**config.mk**
```make
export PLATFORM = sky130hd
export DESIGN_NAME = kp_result_unloader
export DESIGN_NICKNAME = d
export VERILOG_FILES = /design/src/rtl/ecc_pkg.sv /design/src/rtl/kp_result_unloader_shift.sv /design/src/rtl/kp_result_unloader.sv
export SDC_FILE = /design/constraint.sdc
export NUM_CORES = 1
export LEC_CHECK = 0
export CORE_MARGIN = 5
export CORE_UTILIZATION = 30
export DETAILED_ROUTE_END_ITERATION = 16
export HOLD_SLACK_MARGIN = 0.02
export PLACE_DENSITY = 0.5
export SYNTH_ARGS = -nofsm -noshare
export SYNTH_HDL_FRONTEND = slang
export SYNTH_SLANG_ARGS = --single-unit
export TNS_END_PERCENT = 30
```
**constraint.sdc**
```tcl
create_clock -name i_clk -period 3 [get_ports i_clk]
set_clock_uncertainty 0.1 [all_clocks]
set_input_delay 0.3 -clock i_clk [delete_from_list [all_inputs] [get_ports i_clk]]
set_output_delay 0.3 -clock i_clk [all_outputs]
set_load 0.01 [all_outputs]
```
**src/rtl/ecc_pkg.sv**
```systemverilog
// ecc_pkg
//   Constants and FSM encoding shared between the nibble loader (input side)
//   and the kP result unloader (output side) of the ECC point-multiplication
//   core.
//   SIZE  : width of one affine coordinate in bits
//   NIB   : width of the 4-bit pad bus
//   NIBS  : nibbles per coordinate
//   CNT_W : width of the per-coordinate nibble counter
package ecc_pkg;

  localparam int unsigned SIZE  = 32;
  localparam int unsigned NIB   = 4;
  localparam int unsigned NIBS  = SIZE / NIB;
  localparam int unsigned CNT_W = (NIBS > 1) ? $clog2(NIBS) : 1;

  // State encoding is fixed so it matches the legacy 2-bit codes.
  typedef logic [1:0] state_t;

  localparam state_t ST_IDLE   = 2'd0;
  localparam state_t ST_SEND_X = 2'd1;
  localparam state_t ST_SEND_Y = 2'd2;

endpackage : ecc_pkg

```
**src/rtl/kp_result_unloader_shift.sv**
```systemverilog
// nibble_shift_reg
//   SIZE-bit register with parallel load and right shift by NIB bits.
//   Ports:
//     i_clk, i_rst : clock, asynchronous active-high reset (clears to 0)
//     load_i       : load data_i (has priority over shift_i)
//     shift_i      : shift right by NIB, zero filling from the top
//     data_i       : parallel load value
//     nib_d_o      : low nibble the register will hold after this edge
//   The look-ahead nibble lets the owner register its output nibble
//   directly, so the pad bus is driven from a flop without extra latency.
module nibble_shift_reg
  import ecc_pkg::*;
#(
  parameter int unsigned SIZE = ecc_pkg::SIZE,
  parameter int unsigned NIB  = ecc_pkg::NIB
) (
  input  logic            i_clk,
  input  logic            i_rst,
  input  logic            load_i,
  input  logic            shift_i,
  input  logic [SIZE-1:0] data_i,
  output logic [NIB-1:0]  nib_d_o
);

  logic [SIZE-1:0] sh_q;
  logic [SIZE-1:0] sh_d;

  always_comb begin
    sh_d = sh_q;
    if (load_i) begin
      sh_d = data_i;
    end else if (shift_i) begin
      sh_d = sh_q >> NIB;
    end
  end

  always_ff @(posedge i_clk or posedge i_rst) begin
    if (i_rst) begin
      sh_q <= '0;
    end else begin
      sh_q <= sh_d;
    end
  end

  assign nib_d_o = sh_d[NIB-1:0];

endmodule : nibble_shift_reg

```
**src/rtl/kp_result_unloader.sv**
```systemverilog
// kp_result_unloader
//   Captures the x/y result of kP on i_done and streams both coordinates out
//   on the 4-bit pad bus, least-significant nibble first, x before y, one
//   nibble per valid/ready handshake.
//   Ports:
//     i_clk, i_rst : clock, asynchronous active-high reset
//     i_done       : one-cycle completion pulse from Control
//     i_x, i_y     : result coordinates, sampled only on an accepted i_done
//     i_ready      : downstream accepts the current nibble
//     o_kP         : current nibble
//     o_valid      : o_kP is valid
//     o_sel        : 0 = x nibble, 1 = y nibble
//     o_last       : final y nibble
//     o_busy       : stream in progress
//     o_drop       : one-cycle pulse, i_done ignored because busy
//   All outputs are flops; their next values are derived from the next FSM
//   state and the shift registers' look-ahead nibbles.
module kp_result_unloader
  import ecc_pkg::*;
#(
  parameter int unsigned SIZE = ecc_pkg::SIZE,
  parameter int unsigned NIB  = ecc_pkg::NIB
) (
  input  logic            i_clk,
  input  logic            i_rst,
  input  logic            i_done,
  input  logic [SIZE-1:0] i_x,
  input  logic [SIZE-1:0] i_y,
  input  logic            i_ready,
  output logic [NIB-1:0]  o_kP,
  output logic            o_valid,
  output logic            o_sel,
  output logic            o_last,
  output logic            o_busy,
  output logic            o_drop
);

  localparam int unsigned NIBS  = SIZE / NIB;
  localparam int unsigned CNT_W = (NIBS > 1) ? $clog2(NIBS) : 1;
  localparam logic [CNT_W-1:0] CNT_LAST = CNT_W'(NIBS - 1);

  state_t           state_q, state_d;
  logic [CNT_W-1:0] cnt_q, cnt_d;

  logic [NIB-1:0] kp_q, kp_d;
  logic           valid_q, valid_d;
  logic           sel_q, sel_d;
  logic           last_q, last_d;
  logic           busy_q, busy_d;
  logic           drop_q, drop_d;

  logic           hs;
  logic           load;
  logic           shift_x;
  logic           shift_y;
  logic [NIB-1:0] x_nib_d;
  logic [NIB-1:0] y_nib_d;

  assign hs      = valid_q & i_ready;
  assign load    = (state_q == ST_IDLE) & i_done;
  assign shift_x = (state_q == ST_SEND_X) & hs;
  assign shift_y = (state_q == ST_SEND_Y) & hs;

  nibble_shift_reg #(
    .SIZE (SIZE),
    .NIB  (NIB)
  ) u_x_sh (
    .i_clk   (i_clk),
    .i_rst   (i_rst),
    .load_i  (load),
    .shift_i (shift_x),
    .data_i  (i_x),
    .nib_d_o (x_nib_d)
  );

  nibble_shift_reg #(
    .SIZE (SIZE),
    .NIB  (NIB)
  ) u_y_sh (
    .i_clk   (i_clk),
    .i_rst   (i_rst),
    .load_i  (load),
    .shift_i (shift_y),
    .data_i  (i_y),
    .nib_d_o (y_nib_d)
  );

  always_comb begin
    state_d = state_q;
    cnt_d   = cnt_q;
    unique case (state_q)
      ST_IDLE: begin
        if (i_done) begin
          state_d = ST_SEND_X;
          cnt_d   = '0;
        end
      end
      ST_SEND_X: begin
        if (hs) begin
          if (cnt_q == CNT_LAST) begin
            state_d = ST_SEND_Y;
            cnt_d   = '0;
          end else begin
            cnt_d = cnt_q + 1'b1;
          end
        end
      end
      ST_SEND_Y: begin
        if (hs) begin
          if (cnt_q == CNT_LAST) begin
            state_d = ST_IDLE;
            cnt_d   = '0;
          end else begin
            cnt_d = cnt_q + 1'b1;
          end
        end
      end
      default: begin
        state_d = ST_IDLE;
        cnt_d   = '0;
      end
    endcase
  end

  // Output flops follow the state being entered, so the first x nibble is
  // presented the cycle after capture and nothing changes while stalled.
  always_comb begin
    valid_d = (state_d != ST_IDLE);
    busy_d  = (state_d != ST_IDLE);
    sel_d   = (state_d == ST_SEND_Y);
    last_d  = (state_d == ST_SEND_Y) && (cnt_d == CNT_LAST);
    drop_d  = i_done && (state_q != ST_IDLE);
    kp_d    = '0;
    if (state_d == ST_SEND_X) begin
      kp_d = x_nib_d;
    end else if (state_d == ST_SEND_Y) begin
      kp_d = y_nib_d;
    end
  end

  always_ff @(posedge i_clk or posedge i_rst) begin
    if (i_rst) begin
      state_q <= ST_IDLE;
      cnt_q   <= '0;
      kp_q    <= '0;
      valid_q <= 1'b0;
      sel_q   <= 1'b0;
      last_q  <= 1'b0;
      busy_q  <= 1'b0;
      drop_q  <= 1'b0;
    end else begin
      state_q <= state_d;
      cnt_q   <= cnt_d;
      kp_q    <= kp_d;
      valid_q <= valid_d;
      sel_q   <= sel_d;
      last_q  <= last_d;
      busy_q  <= busy_d;
      drop_q  <= drop_d;
    end
  end

  assign o_kP    = kp_q;
  assign o_valid = valid_q;
  assign o_sel   = sel_q;
  assign o_last  = last_q;
  assign o_busy  = busy_q;
  assign o_drop  = drop_q;

endmodule : kp_result_unloader

```
==> After elaboration in Yosys (flattened, before gate mapping) <==
Index checks and enable logic that the tools add are counted.
{ "word_totals": {"reg_bits": 77, "elab_cells": 46, "inputBits": 68} }
{ "op_classes": {"n_eq_ne": 6, "n_reduce_logical": 8, "bitwise": 4, "addsub": 1, "mux": 16} }
{ "ops": {"columns": ["op", "n"], "rows": [
  ["$mux W32", 4],
  ["$mux W2", 5],
  ["$mux W3", 3],
  ["$mux W4", 2],
  ["$reduce_bool A2 Y1", 4],
  ["$eq A3 B3 Y1 const B", 2],
  ["$pmux W2 S3", 1],
  ["$pmux W3 S2", 1],
  ["$and A1 B1 Y1", 4],
  ["$eq A2 B1 Y1 const B", 2],
  ["$eq A2 B2 Y1 const B", 2],
  ["$add A3 B1 Y3 const B", 1],
  ["$logic_and A1 B1 Y1", 2],
  ["$logic_not A2 Y1", 1],
  ["$reduce_or A2 Y1", 1]
]} }

==> Depth between registers and ports, before layout <==
{ "depth": {"ltp_word": 7, "mapped_depth": 9, "ltp_nobuf": 7} }

==> Cells and area by module <==
A second synthesis with hierarchy kept.
{ "unflattened": {"hier_cells": 343, "hier_area_um2": 3666.0} }
{ "modules_own_cells": {"columns": ["module", "seq_area_each_um2", "cells_each", "n_inst", "area_each_um2"], "rows": [
  ["nibble_shift_reg", 800.8, 136, 2, 1461.4],
  ["kp_result_unloader", 325.3, 71, 1, 743.2]
]} }

==> Worst setup path after synthesis <==
OpenSTA, ideal clock, no wires.
{ "synth_path": {"path_kind": "register -> register", "from": "register state_q[0]", "to": "register last_q (netlist: o_last)", "setup_time_ns": 0.129, "arrival_ns": 1.610, "stages_incl_launch_ff": 9, "synth_period_minus_slack_ns": 1.839, "required_ns": 2.771, "slack_ns": 1.161, "cell_sequence": "dfrtp_1 -> inv_1 -> ha_1 -> and3_1 -> buf_6 -> a21o_1 -> a32o_1 -> a32oi_1 -> nor4b_2"} }
{ "synth_between": {"elab_chain_len": 5} }
{ "synth_rtl": {"columns": ["element", "line", "text"], "rows": [
  ["start: declaration", "kp_result_unloader.sv:42", "state_t state_q, state_d;"],
  ["start signal: assignment", "kp_result_unloader.sv:152", "state_q <= state_d;"],
  ["$eq A2 B1 Y1, or another cell as far along", "kp_result_unloader.sv:91", "unique case (state_q)"],
  ["$reduce_or A2 Y1 (no source line), or another cell as far along", null, null],
  ["$pmux W3 S2 or $pmux W2 S3 (tied branches)", "kp_result_unloader.sv:91", null],
  ["$eq A3 B3 Y1 or $eq A2 B2 Y1 (tied branches)", "kp_result_unloader.sv:131", "last_d = (state_d == ST_SEND_Y) && (cnt_d == CNT_LAST);"],
  ["$logic_and A1 B1 Y1 (*)", "kp_result_unloader.sv:131", null],
  ["via last_d", "kp_result_unloader.sv:48", "logic last_q, last_d;"],
  ["end signal: assignment", "kp_result_unloader.sv:157", "last_q <= last_d;"],
  ["end: declaration", "kp_result_unloader.sv:48", null]
]} }
Mark *: on every way through the listed nets, which the timed path passes. The rest lies on a longest branch.
A chain may end at the register's enable or synchronous reset.

==> Worst setup path after layout <==
{ "layout_path": {"from": "register state_q[0]", "to": "register kp_q[0] (netlist: o_kP[0])"} }
{ "layout_between": {"elab_chain_len": 6} }
{ "layout_rtl": {"columns": ["element", "line", "text"], "rows": [
  ["$eq A2 B2 Y1", "kp_result_unloader.sv:62", "assign shift_y = (state_q == ST_SEND_Y) & hs;"],
  ["$and A1 B1 Y1", "kp_result_unloader.sv:62", null],
  ["$mux W32", "kp_result_unloader_shift.sv:32", "end else if (shift_i) begin"],
  ["$mux W32 (*)", "kp_result_unloader_shift.sv:30", "if (load_i) begin"],
  ["via u_y_sh.nib_d_o[0]", "kp_result_unloader_shift.sv:22", "output logic [NIB-1:0] nib_d_o"],
  ["$mux W4 (*)", "kp_result_unloader.sv:136", "end else if (state_d == ST_SEND_Y) begin"],
  ["$mux W4 (*)", "kp_result_unloader.sv:134", "if (state_d == ST_SEND_X) begin"],
  ["via kp_d[0]", "kp_result_unloader.sv:45", "logic [NIB-1:0] kp_q, kp_d;"],
  ["end signal: assignment", "kp_result_unloader.sv:154", "kp_q <= kp_d;"],
  ["end: declaration", "kp_result_unloader.sv:45", null]
]} }
Mark *: on every way through the listed nets, which the timed path passes. The rest lies on a longest branch. The select of a mux whose other input is x is not followed.

==> results_dict.tcl <==
set metrics [dict create \
    reg2reg_to "o_kP[0]" \
    grt_max_degree 65 \
    crit_required_ps 3140 \
    synthToLayoutAreaGrowth_pct 32.38 \
    synth_seq_cells 77 \
    clk_latency_ps 330 \
    multiInputGateArea_um2 1491 \
    die_h_um 119.3 \
    post-route-min-period_ps 1999 \
    maxCapViolations 0 \
    cts.path.max_buffers 2 \
    synth_top_area_cell "dfrtp_1" \
    ios 77 \
    cellPowerDensity_nw_per_um2 845.8 \
    worstMarginPinSlew_ps 718.1 \
    numCtsBuffers 9 \
    cts_max_level 3 \
    routedWlPerCell_um 14.02 \
    yosysMostFrequentCell "nand2_1" \
    setup_ws_ps 1001 \
    relSlewSlack_pct 52.07 \
    globalplace.congestion 0.7564 \
    synthFlopType "dfrtp_1" \
    async_reset_ff_share_pct 100.0 \
    coreArea_um2 11860 \
    place_ws_ps 904.1 \
    grt_use_total_pct 11.66 \
    hold_buffers 0 \
    root_buffer "clkbuf_16" \
    cts-resized-gates 0 \
    arrival_ps 2140 \
    synth_top_area_share_pct 53.79 \
    hp-class "in2async" \
    path_clk_slew_ps 60 \
    synthDistinctLibCells 27 \
    row_count 40 \
    port_buffers 76 \
    start_kind "flip-flop" \
    period_share_pct 66.63 \
    setup.worst_path.end_class "flip-flop" \
    leakage_uw 0.002342 \
    postLayoutCellArea_um2 4742 \
    synthesis.instances 345 \
    cts_setup_buffers 0 \
    ys.warnings.count 0 \
    ant_nets 0 \
    cts_tree "done" \
    r2r_start "state_q[0]" \
    fin_setup_tns_ps 0 \
    hold_ws_ps 292.1 \
    seq_area_um2 1927 \
    fmax_mhz 500.3 \
    route.detailed.drc 0 \
    via_count 2612 \
    syn_area_per_cell_um2 10.38 \
    place_hpwl_um 5576 \
    antenna_found_initial 0 \
    dpl-instance-area_um2 4429 \
    die_area_um2 14230 \
    finalSetupViolations 0 \
    path_max_fanout 50 \
    synth_seq_area_share_pct 53.79 \
    vias_per_cell 4.607 \
    outcome "finished, final reports clean" \
    synth_common_cells "nand2_1 (82), dfrtp_1 (77), o21ai_0 (64)" \
    synth_area_um2 3582 \
    drt_iter0_markers 136 \
    die_w_um 119.3 \
    fin_nets 489 \
    grt_pass1_wl_um 13430 \
    wirelength_um 7948 \
    r2r_cells 8 \
    start_util_pct 30.20 \
    rsz0062_at_grt "false" \
    syn_nets 419 \
    ir_drop_uv 291.8 \
    dr.pass1.iters 4 \
    synth_edf_count 0 \
    gr-total-overflow 0 \
    cts_sinks 77 \
    nFillCells 1187 \
    diodes 0 \
    hold_viol 0 \
    yosys-top-cells-area "dfrtp_1 (54%), mux2i_1 (16%), o21ai_0 (8.9%)" \
    worst-r2r-setup-slack_ps 1000 \
    grt_pass1_vias 2714 \
    layout-drive-gt1-share_pct 6.190 \
    slew_viol_final 0 \
    crit_type "reg2reg" \
]
-- report_power, final --
group | total, µW | internal [µW] | switching [µW] | leakage [µW]
Clock | 1110 | 711 | 396 | 0.000152
Combinational | 1150 | 550 | 598 | 0.00123
Sequential | 1760 | 1510 | 251 | 0.000963
-- metal layers --
metal	up-vias	GRT usage [%]	part of all wire, %
li1	1333	-	-
met3	8	3.229	4.3
met5	-	0	0
met2	58	17.45	45
met1	1213	16.14	50
met4	0	4.127	1.3
-- per-stage QoR --
step           util [%]  instances  total power, µW
6_report          39.98        567             4011
5_1_grt           39.98        567             4332
4_1_cts           39.98        567             4078
3_5_place_dp      37.34        551             2947
3_3_place_gp      37.34        551             2905
2_1_floorplan         -        345             2577
-- final cells by class --
| class | count | area share [%] |
|---|---|---|
| Sequential cell | 77 | 40.63 |
| Multi-Input combinational cell | 242 | 31.45 |
| Timing Repair Buffer | 81 | 17.10 |
| Clock buffer | 13 | 5.699 |
| Tap cell | 147 | 3.879 |
| Clock inverter | 3 | 0.8971 |
| Inverter | 4 | 0.3430 |
-- kinds of logic after synthesis --
family	synth area share, %
simple gates	11.49
compound gates	12.33
flops	53.79
mux	15.65
buf+inv	4.645
fa+ha+maj	2.096
-- sequential cells by signal (all words and copies together) (netlist names) --
name         cells
o_drop           1
o_kP             4
u_y_sh.sh_q     32
u_x_sh.sh_q     32
cnt_q            3
o_sel            1
o_busy           1
state_q          2
o_last           1
-- worst max-delay path, cell delays in order, from the launching register on --
cell     delay (ps)
dfrtp_1         410
inv_1            90
ha_1            220
and2_4          270
buf_4           410
nand2_1         100
o21ai_0         110
nand2_1          80
o22ai_1         130
-- cells in the final DEF, fill, tap and decap left out --
cell type / count
nand2_1: 82
dfrtp_1: 77
clkdlybuf4s50_1: 76
o21ai_0: 64
mux2i_1: 56
clkbuf_16: 9
nor2_1: 7
ha_1: 6
o22ai_1: 5
buf_4: 4
inv_1: 3
a21o_1: 3
a22oi_1: 3
clkbuf_8: 3
nand3_2: 2
nor2b_1: 2
a21oi_1: 2
clkinv_2: 2
and2_4: 1
nand3_1: 1
a41oi_1: 1
and3_1: 1
o21a_1: 1
or2_2: 1
nand2b_1: 1
a32o_1: 1
a32oi_1: 1
nor4b_2: 1
bufinv_16: 1
clkbuf_1: 1
clkinvlp_4: 1
buf_12: 1
-- how the worst max path moves through the flow --
stage               start              end  slack [ps]  cells after the start
2_1_floorplan       i_rst         cnt_q[0]         630                      1
3_3_place_gp      i_ready  u_y_sh.sh_q[27]         940                      5
3_5_place_dp       i_done          o_kP[0]         900                      7
4_1_cts        state_q[0]          o_kP[0]        1000                      8
5_1_grt        state_q[0]          o_kP[0]         790                      8
6_report       state_q[0]          o_kP[0]        1000                      8
No activity file was read; power rests on OpenSTA's default activity.
